===== src/rtl/mpls_egress_demux.sv =====
// Egress demultiplexer: steers whole packets from the converged egress bus to
// one of NUM_EGR_PHYS_PORTS AXIS outputs, dropping packets to bad/disabled ports.
module mpls_egress_demux #(
    parameter int NUM_EGR_PHYS_PORTS = 4,
    parameter int DATA_BYTES         = 64,
    parameter int USER_WIDTH         = 8,
    parameter int ID_WIDTH           = 8,
    parameter int DEST_WIDTH         = 8,
    parameter int PORT_INDEX_WIDTH   = (NUM_EGR_PHYS_PORTS > 1) ? $clog2(NUM_EGR_PHYS_PORTS) : 1
) (
    input  logic                          clk,
    input  logic                          aresetn,

    input  logic                          converged_egr_bus_tvalid,
    output logic                          converged_egr_bus_tready,
    input  logic [DATA_BYTES*8-1:0]       converged_egr_bus_tdata,
    input  logic [DATA_BYTES-1:0]         converged_egr_bus_tkeep,
    input  logic [DATA_BYTES-1:0]         converged_egr_bus_tstrb,
    input  logic                          converged_egr_bus_tlast,
    input  logic [ID_WIDTH-1:0]           converged_egr_bus_tid,
    input  logic [DEST_WIDTH-1:0]         converged_egr_bus_tdest,
    input  logic [USER_WIDTH-1:0]         converged_egr_bus_tuser,

    output logic [NUM_EGR_PHYS_PORTS-1:0] egr_phys_ports_tvalid,
    input  logic [NUM_EGR_PHYS_PORTS-1:0] egr_phys_ports_tready,
    output logic [DATA_BYTES*8-1:0]       egr_phys_ports_tdata,
    output logic [DATA_BYTES-1:0]         egr_phys_ports_tkeep,
    output logic [DATA_BYTES-1:0]         egr_phys_ports_tstrb,
    output logic                          egr_phys_ports_tlast,
    output logic [ID_WIDTH-1:0]           egr_phys_ports_tid,
    output logic [DEST_WIDTH-1:0]         egr_phys_ports_tdest,
    output logic [USER_WIDTH-1:0]         egr_phys_ports_tuser,

    input  logic [NUM_EGR_PHYS_PORTS-1:0] egr_port_enable,
    output logic                          drop_pulse,
    output logic [31:0]                   drop_pkt_cnt,
    output logic [31:0]                   fwd_pkt_cnt
);

    localparam int PAD_PORTS = 1 << PORT_INDEX_WIDTH;
    localparam logic [PORT_INDEX_WIDTH:0] NUM_PORTS_W = (PORT_INDEX_WIDTH+1)'(NUM_EGR_PHYS_PORTS);

    typedef enum logic [1:0] {
        ST_IDLE = 2'd0,
        ST_FWD  = 2'd1,
        ST_DROP = 2'd2
    } state_t;

    state_t                      state_r;
    state_t                      state_next_s;

    logic                        out_valid_r;
    logic [PORT_INDEX_WIDTH-1:0] out_sel_r;
    logic [DATA_BYTES*8-1:0]     out_tdata_r;
    logic [DATA_BYTES-1:0]       out_tkeep_r;
    logic [DATA_BYTES-1:0]       out_tstrb_r;
    logic                        out_tlast_r;
    logic [ID_WIDTH-1:0]         out_tid_r;
    logic [DEST_WIDTH-1:0]       out_tdest_r;
    logic [31:0]                 drop_cnt_r;
    logic [31:0]                 fwd_cnt_r;

    logic [PORT_INDEX_WIDTH-1:0] idx_s;
    logic [PAD_PORTS-1:0]        en_pad_s;
    logic [PAD_PORTS-1:0]        rdy_pad_s;
    logic                        idx_ok_s;
    logic                        out_ready_s;
    logic                        in_ready_s;
    logic                        accept_s;
    logic                        load_s;
    logic                        drop_sop_s;
    logic                        fwd_last_s;
    logic [PORT_INDEX_WIDTH-1:0] load_sel_s;
    logic                        unused_s;

    assign unused_s = ^converged_egr_bus_tuser;

    // Zero-extend the per-port vectors so any index value is a safe lookup.
    always_comb begin
        en_pad_s                         = '0;
        rdy_pad_s                        = '0;
        en_pad_s[NUM_EGR_PHYS_PORTS-1:0]  = egr_port_enable;
        rdy_pad_s[NUM_EGR_PHYS_PORTS-1:0] = egr_phys_ports_tready;
    end

    assign idx_s       = converged_egr_bus_tuser[PORT_INDEX_WIDTH-1:0];
    assign idx_ok_s    = ({1'b0, idx_s} < NUM_PORTS_W) && en_pad_s[idx_s];
    assign out_ready_s = !out_valid_r || rdy_pad_s[out_sel_r];

    // Packet FSM next-state and per-beat control decode.
    always_comb begin
        state_next_s = state_r;
        load_s       = 1'b0;
        drop_sop_s   = 1'b0;
        fwd_last_s   = 1'b0;
        in_ready_s   = (state_r == ST_DROP) ? 1'b1 : out_ready_s;
        accept_s     = converged_egr_bus_tvalid && in_ready_s;
        load_sel_s   = (state_r == ST_IDLE) ? idx_s : out_sel_r;
        case (state_r)
            ST_IDLE: begin
                if (accept_s && idx_ok_s) begin
                    load_s       = 1'b1;
                    fwd_last_s   = converged_egr_bus_tlast;
                    state_next_s = converged_egr_bus_tlast ? ST_IDLE : ST_FWD;
                end else if (accept_s) begin
                    drop_sop_s   = 1'b1;
                    state_next_s = converged_egr_bus_tlast ? ST_IDLE : ST_DROP;
                end else begin
                    state_next_s = ST_IDLE;
                end
            end
            ST_FWD: begin
                if (accept_s) begin
                    load_s       = 1'b1;
                    fwd_last_s   = converged_egr_bus_tlast;
                    state_next_s = converged_egr_bus_tlast ? ST_IDLE : ST_FWD;
                end else begin
                    state_next_s = ST_FWD;
                end
            end
            ST_DROP: begin
                if (accept_s && converged_egr_bus_tlast) begin
                    state_next_s = ST_IDLE;
                end else begin
                    state_next_s = ST_DROP;
                end
            end
            default: begin
                state_next_s = ST_IDLE;
            end
        endcase
    end

    // FSM state register.
    always_ff @(posedge clk or negedge aresetn) begin
        if (!aresetn) begin
            state_r <= ST_IDLE;
        end else begin
            state_r <= state_next_s;
        end
    end

    // Shared single-stage output register; loading and draining may coincide.
    always_ff @(posedge clk or negedge aresetn) begin
        if (!aresetn) begin
            out_valid_r <= 1'b0;
            out_sel_r   <= '0;
            out_tdata_r <= '0;
            out_tkeep_r <= '0;
            out_tstrb_r <= '0;
            out_tlast_r <= 1'b0;
            out_tid_r   <= '0;
            out_tdest_r <= '0;
        end else if (load_s) begin
            out_valid_r <= 1'b1;
            out_sel_r   <= load_sel_s;
            out_tdata_r <= converged_egr_bus_tdata;
            out_tkeep_r <= converged_egr_bus_tkeep;
            out_tstrb_r <= converged_egr_bus_tstrb;
            out_tlast_r <= converged_egr_bus_tlast;
            out_tid_r   <= converged_egr_bus_tid;
            out_tdest_r <= converged_egr_bus_tdest;
        end else if (out_valid_r && rdy_pad_s[out_sel_r]) begin
            out_valid_r <= 1'b0;
        end
    end

    // Saturating drop and forward packet counters.
    always_ff @(posedge clk or negedge aresetn) begin
        if (!aresetn) begin
            drop_cnt_r <= 32'd0;
            fwd_cnt_r  <= 32'd0;
        end else begin
            if (drop_sop_s && (drop_cnt_r != 32'hFFFF_FFFF)) begin
                drop_cnt_r <= drop_cnt_r + 32'd1;
            end
            if (fwd_last_s && (fwd_cnt_r != 32'hFFFF_FFFF)) begin
                fwd_cnt_r <= fwd_cnt_r + 32'd1;
            end
        end
    end

    // Only the latched port sees tvalid; payload fans out to every port.
    always_comb begin
        egr_phys_ports_tvalid = '0;
        for (int i = 0; i < NUM_EGR_PHYS_PORTS; i++) begin
            egr_phys_ports_tvalid[i] = out_valid_r && (out_sel_r == PORT_INDEX_WIDTH'(i));
        end
    end

    assign converged_egr_bus_tready = in_ready_s;
    assign egr_phys_ports_tdata     = out_tdata_r;
    assign egr_phys_ports_tkeep     = out_tkeep_r;
    assign egr_phys_ports_tstrb     = out_tstrb_r;
    assign egr_phys_ports_tlast     = out_tlast_r;
    assign egr_phys_ports_tid       = out_tid_r;
    assign egr_phys_ports_tdest     = out_tdest_r;
    assign egr_phys_ports_tuser     = '0;
    assign drop_pulse               = drop_sop_s;
    assign drop_pkt_cnt             = drop_cnt_r;
    assign fwd_pkt_cnt              = fwd_cnt_r;

endmodule


===== config.mk =====
export PLATFORM = sky130hd
export DESIGN_NAME = mpls_egress_demux
export DESIGN_NICKNAME = d
export VERILOG_FILES = /design/src/rtl/mpls_egress_demux.sv
export SDC_FILE = /design/constraint.sdc
export NUM_CORES = 1
export LEC_CHECK = 0
export CAP_MARGIN = 20
export CORE_AREA = 4 4 542 544
export CTS_CLUSTER_DIAMETER = 50
export DETAILED_ROUTE_END_ITERATION = 12
export DIE_AREA = 0 0 546 548
export PLACE_DENSITY = 0.35
export SLEW_MARGIN = 20
export SYNTH_ARGS = -nofsm -noshare
export SYNTH_HDL_FRONTEND = slang
export SYNTH_SLANG_ARGS = --single-unit

===== constraint.sdc =====
create_clock -name clk -period 2.6 [get_ports clk]
set_input_delay 0.39 -clock clk [delete_from_list [all_inputs] [get_ports clk]]
set_output_delay 0.39 -clock clk [all_outputs]
set_load 0.005 [all_outputs]

==> impl_metrics.env <==
export IMPL_vdd_ir_drop_max_uv=556
export IMPL_worst_slew_pin_slew_ns=0.621
export IMPL_drc_errors=0
export IMPL_top_usage_layer="met2"
export IMPL_setup_violations=1
export IMPL_fmax_mhz=381
export IMPL_cp_cell_sequence="mux2_4, o22ai_4, or3_4, inv_4, buf_6"
export IMPL_crit_buf_inv=2
export IMPL_mostFrequentLayoutCells="1,389 x clkdlybuf4s50_1, 725 x dfrtp_1, 488 x mux2_2, 174 x mux2_1, 170 x clkbuf_16"
export IMPL_grt_max_degree=61
export IMPL_fin_util=0.185
export IMPL_grt_met3_usage=0.0768
export IMPL_finalHoldViolCount=0
export IMPL_hold_slack_ns=0.164
export IMPL_drive_gt1_frac=0.265
export IMPL_cts_root_buf="clkbuf_16"
export IMPL_dieArea_mm2=0.299
export IMPL_mostFrequentLayoutCell="clkdlybuf4s50_1"
export IMPL_initial_core_util=0.0964
export IMPL_first_iter_violations=891
export IMPL_worst_slack_ns=-0.0217
export IMPL_reg2reg_from="out_sel_r[1]"
export IMPL_synth_top_area_frac=0.651
export IMPL_clock_latency_ns=0.83
export IMPL_clkTransAtPathRegs_ns=0.05
export IMPL_wl_per_cell_um=29.1
export IMPL_met2_usage=0.219
export IMPL_cts_tree="yes"
export IMPL_reg2reg_to="egr_phys_ports_tdata[403]"
export IMPL_fin_nets=4044
export IMPL_place_gp_congestion=0.848
export IMPL_syn_inst=1744
export IMPL_required_ns=2.21
export IMPL_die_h_um=548
export IMPL_instances_no_fill=7308
export IMPL_critPathMaxFanout=3
export IMPL_overflow=0
export IMPL_viasPerCell=3.10
export IMPL_syn_cell_area_mm2=0.0279
export IMPL_start_kind="register"
export IMPL_post_synth_top_area_cell="dfrtp_1"
export IMPL_cts_htree_levels=4
export IMPL_seq_area_frac_synth=0.651
export IMPL_syn_area_per_cell_um2=16.0
export IMPL_num_vias=22700
export IMPL_seq_area_mm2=0.0182
export IMPL_fin_total_pwr_mw=71.2
export IMPL_clock_tree_buffer_depth=4
export IMPL_row_count=198
export IMPL_grt_setup_unrepaired="yes"
export IMPL_cpPeakStageDelay_ns=0.47
export IMPL_synth_seq_cells=726
export IMPL_cpMaxStageDelayCell="dfrtp_2"
export IMPL_grt_pass1_wl_mm=271
export IMPL_worst_r2r_setup_slack_ns=0.09
export IMPL_cp_top_family="flip-flops"
export IMPL_powerDensity_mw_per_mm2=1330
export IMPL_hold_path_class="in2reg"
export IMPL_grt_use_met1=0.158
export IMPL_reg2reg_depth=9
export IMPL_numCtsBuffers=165
export IMPL_p_leak_nw=20.8
export IMPL_synth_async_sr_flop_share=1.00
export IMPL_synthFlopType="dfrtp_1"
export IMPL_dp_cells=6989
export IMPL_synth_edf_count=0
export IMPL_grt_pass1_vias=24500
export IMPL_n_fill_cell=31500
export IMPL_fin_tns_setup_ns=-0.0217
export IMPL_failed_checks="negative setup slack"
export IMPL_fp_dieW_um=546
export IMPL_area_growth_pct=92.0
export IMPL_io_pins=1411
export IMPL_wl_mm=213
export IMPL_fin_worst_skew_ns=0.0659
export IMPL_dr_pass1_iters=5
export IMPL_maxCapViolations=0
export IMPL_critPathLaunch="out_sel_r[1]"
export IMPL_end_kind="output port"
export IMPL_worstSetupPathType="reg2out"
export IMPL_hpwlAfterDp_mm=182
export IMPL_relSlewSlack=0.586
export IMPL_route_antenna_remaining_nets=0
export IMPL_post_route_period_util=1.01
export IMPL_cts_sinks=726
export IMPL_core_mm2=0.290
export IMPL_maxSlewViolCount=0
export IMPL_yosysWarnings=0
export IMPL_path_depth=5
export IMPL_crit_path_end="drop_pulse"
export IMPL_grtUsageTotal=0.137
export IMPL_ys_types=45
export IMPL_grt_antenna_before_repair=130
export IMPL_arrival_ns=2.23
export IMPL_synth_area_top_cells="dfrtp_1 65%, mux2_2 20%, mux2_1 7.0%"
export IMPL_port_buffers=1396
export IMPL_period_minus_slack_ns=2.62
export IMPL_run_status="finished, violations left"
export IMPL_multi_input_area_mm2=0.00931
cell usage after synthesis, types with 2 or more instances:
cell type	number
nand3_1	33
or4_1	3
and2_1	3
nand4b_1	2
buf_2	61
nand2_1	27
nor2_1	15
mux2_1	174
mux2_4	2
nand3b_1	2
and4_1	9
clkbuf_1	4
nor3_1	10
nor4_2	3
nand4_1	33
mux2i_1	3
dfrtp_1	726
xnor2_1	50
xor2_1	11
buf_4	21
and3_1	22
inv_1	8
o211ai_1	2
mux2_2	488
o21ai_0	2
nor4_1	10
ha_1	2
final cells by class:
class	instances	share of cell area
Multi-Input combinational cell	929	0.174
Timing Repair Buffer	1536	0.291
Sequential cell	726	0.339
Clock inverter	100	0.0245
Antenna cell	14	0.000654
Tap cell	3800	0.0887
Clock buffer	195	0.0822
Inverter	8	0.000607
cell families (layout without fill, tap and decap cells):
| group | after synthesis | in the layout | share of synthesized area |
|---|---|---|---|
| XOR/XNOR | 61 | 61 | 0.0191 |
| multiplexers | 667 | 667 | 0.269 |
| AO/OA/AOI/OAI | 12 | 12 | 0.00354 |
| AND/OR/NAND/NOR | 179 | 179 | 0.0373 |
| other | 1 | 22 | 0.000134 |
| adder cells (fa/ha/maj) | 2 | 2 | 0.000897 |
| flip-flops | 726 | 726 | 0.651 |
| buffers and inverters | 96 | 1839 | 0.0187 |
worst register-to-register path: cells and delay by family, from the launching register on:
kind / cells / cell delay (ns)
DFF: 1 / 0.47
muxes: 2 / 0.67
and+or+nand+nor: 1 / 0.24
AOI/OAI and AO/OA: 1 / 0.10
buffers and inverters: 5 / 0.95
what timing repair did:
| action | CTS | global route |
|---|---|---|
| buffers inserted | 5 | 1 |
| endpoints found under the setup margin | 5 | 108 |
| cloned | 0 | 2 |
| hold buffers | 2 | 0 |
| hold endpoints to repair | 204 | 0 |
| gates resized for setup | 28 | 13 |
| pin swaps | 2 | 3 |
state kept, by name, summed over array words and instances (netlist names):
signal / flops
drop_pkt_cnt: 32
egr_phys_ports_tdata: 512
egr_phys_ports_tdest: 8
egr_phys_ports_tid: 8
egr_phys_ports_tkeep: 64
egr_phys_ports_tlast: 1
egr_phys_ports_tstrb: 64
fwd_pkt_cnt: 32
out_sel_r: 2
out_valid_r: 1
state_r: 2
stage by stage:
stage | cell area, µm² | setup slack, ns
finish | 53600 | -0.0217
global route | 53600 | -0.0912
CTS | 53400 | -0.112
detailed placement | 47600 | -0.898
global placement | 47600 | -0.966
floorplan | 27900 | 0.547
how the worst min path moves through the flow:
stage	cells after the start	to	from	slack, ns
6_report	2	egr_phys_ports_tstrb[7]	converged_egr_bus_tstrb[7]	0.16
5_1_grt	2	egr_phys_ports_tdata[499]	converged_egr_bus_tdata[499]	0.11
4_1_cts	2	egr_phys_ports_tstrb[7]	converged_egr_bus_tstrb[7]	0.06
3_5_place_dp	1	egr_phys_ports_tdata[19]	aresetn	0.31
3_3_place_gp	1	egr_phys_ports_tdata[19]	aresetn	0.31
2_1_floorplan	0	drop_pkt_cnt[0]	aresetn	0.09
layer usage:
| metal | routed length [µm] | share of wire |
|---|---|---|
| met1 | 84200 | 0.40 |
| met2 | 95900 | 0.45 |
| met3 | 26700 | 0.13 |
| met4 | 5890 | 0.028 |
| met5 | 264 | 0.0012 |
where the power goes:
part	leakage, nW	internal, mW	switching (mW)
sequential	8.67	16.8	3.55
combinational	9.44	15.7	13.2
clock	2.74	14.4	7.53
total	20.8	46.9	24.3
(Power assumes the default switching activity.)
==> variant: new RTL, same flow settings <==
Put one more register stage on the output `fwd_pkt_cnt`, without a reset. The value now appears one clock later. The other outputs are not delayed to match.
--- a/src/rtl/mpls_egress_demux.sv
+++ b/src/rtl/mpls_egress_demux.sv
@@ -200,3 +200,5 @@
     assign drop_pkt_cnt             = drop_cnt_r;
-    assign fwd_pkt_cnt              = fwd_cnt_r;
+    always_ff @(posedge clk) begin
+        fwd_pkt_cnt <= fwd_cnt_r;
+    end
 
Behaviour: not the same (a bounded check fails within 4 cycles, from zero or initial values and one cycle with aresetn low).
==> variant against the original RTL <==
Maximum frequency decreased by 0.54%; highest routed layer unchanged; wire length fell by 0.85%; count of clock-buffer cells in the layout fell by 8; area after synthesis is 2.9% higher; total power is 5.0% lower; synthesized cell count rose by 81%; clock power down 8%; largest cell class unchanged; sequential cell count is 32 higher; the run still ends with negative setup slack left; worst setup slack lost 0.014 ns; design area rose by 1.2%.
==> variant: results (changes against the original RTL) <==
Final setup violating endpoints: 2 (+1)
Sequential share of the synthesized area: 0.655 (+0.00370)
Pre-antenna DRT Iters: 6 (+1)
Largest cells by area after synthesis: dfrtp_1 (63%), nand2_1 (26%), dfxtp_1 (2.2%)
Post-synthesis compound-gate area fraction: 0.00279 (-0.000755)
HPWL after DPL: 177000 um (-2.5%)
Commonest cells in the netlist: nand2_1 (1998), dfrtp_1 (726), buf_2 (83)
WP data arrival: 2.25 ns (+0.02 ns)
Leak Pwr: 24.8 nW (+19%)
CTS Buf Count: 150 (-9.1%)
Final worst setup slack: -0.0360 ns (-0.0143 ns)
Vias per cell: 3.24 (+4.6%)
Distinct cells, synth: 42 (-6.7%)
Share of layout cells above drive strength 1: 0.0976 (-0.167)
Vias in the first global route: 29.8k (+22%)
DRT iter0 DRCs: 1521 (+71%)
Pre-CTS setup slack: -0.341 ns (+0.556 ns)
Initial antenna violation count: 102 (-22%)
Outcome: complete, but fails checks
First-pass GRT wire length: 277000 um (+2.4%)
Pin count of the biggest net entering global routing: 108 (+77%)
Slew @ Worst Pin: 0.757 ns (+0.136 ns)
Post-DP Area: 0.0487 mm^2 (+2.4%)
Failing checks: negative setup slack
RePlAce Congestion: 0.870 (+2.7%)
Worst-Skew Late Latency: 0.80 ns (-0.03 ns)
Max clock buf depth: 4 (unchanged)
Total Wirelength: 211000 um (-0.85%)
Max Clock Skew: 0.0510 ns (-0.0149 ns)
FILL cells: 32.1k (+2.0%)
Port buffer count: 1396 (unchanged)
Synth Area in XOR/XNOR: 0.0186 (-0.000547)
Mux cell area share after synthesis: 0.00427 (-0.265)
VDD IR max: 0.000541 V (-2.6%)
Final net count: 5426 (+34%)
Hold crit path type: in -> async
Async set-reset flop share out of synthesis: 0.958 (-0.0422)
Synth Area in Adders: 0.000871 (-0.0000256)
==> variant: report_power, final <==
part / internal (mW) / total, mW / switching [mW]
Sequential: 16.9 / 20.1 / 3.24
Combinational: 13.2 / 27.3 / 14.1
Clock: 12.8 / 20.2 / 7.39
Total: 42.9 / 67.6 / 24.8
==> variant: worst paths after layout <==
check	endpoint	slack [ns]
worst max-delay path	drop_pulse	-0.04
worst min-delay path	egr_phys_ports_tdata[400]	0.1
worst max register to register	egr_phys_ports_tdata[61]	0.14
worst min register to register	fwd_pkt_cnt[28]	0.37
max in group asynchronous	egr_phys_ports_tdest[0]	1.34
min in group clk	egr_phys_ports_tdata[45]	0.11
==> variant: area by class of cell <==
type,instances,area [um^2],share of cell area
antenna,27,67.6,0.00125
multi-input combinational,2235,9200,0.170
sequential,758,18800,0.347
inverter,11,41.3,0.000761
clock inverter,86,1100,0.0202
clock buffer,187,4070,0.0751
tap,3800,4750,0.0876
timing repair buffer,1592,16200,0.299
==> variant: kinds of logic (layout without fill, tap and decap cells) <==
kind of cell,Yosys count,in the layout
AOI/OAI and AO/OA,10,10
DFF,758,758
xor gates and xnor gates,61,61
and+or+nand+nor,2144,2144
muxes,10,10
buffers and inverters,173,1876
other,1,35
adders and majority gates,2,2
==> variant: worst register-to-register path: cells and delay by family (launching register included) <==
kind | cells | cell delay, ns
mux | 1 | 0.40
compound gates | 2 | 0.46
simple gates | 2 | 0.17
flops | 1 | 0.48
buf+inv | 4 | 0.83
==> variant: routing by layer <==
| metal | wire [um] | part of all wire | global-route usage |
|---|---|---|---|
| met1 | 70700 | 0.34 | 0.129 |
| met5 | 477 | 0.0023 | 0 |
| met2 | 107000 | 0.51 | 0.244 |
| met3 | 27600 | 0.13 | 0.0841 |
| met4 | 5570 | 0.026 | 0.0337 |
==> variant: repair_timing <==
action | 4_1_cts | 5_1_grt
gates cloned | 0 | 4
setup endpoints to repair | 530 | 65
hold buffers | 9 | 0
gates resized for setup | 22 | 7
buffers inserted | 4 | 2
endpoints found under the hold margin | 208 | 0
pin swaps | 1 | 1
==> variant: stage by stage <==
step | power, mW | hold slack [ns] | utilization | cells | TNS, ns
6_report | 67.6 | 0.0960 | 0.187 | 8696 | -0.0607
5_1_grt | 72.3 | 0.0307 | 0.187 | 8677 | -0.341
4_1_cts | 69.6 | 0.000579 | 0.187 | 8663 | -0.393
3_5_place_dp | 48.5 | 0.344 | 0.168 | 8377 | -92.34
3_3_place_gp | 48.6 | 0.349 | 0.168 | 8377 | -96.79
2_1_floorplan | 27.1 | 0.0944 | - | 3166 | 0
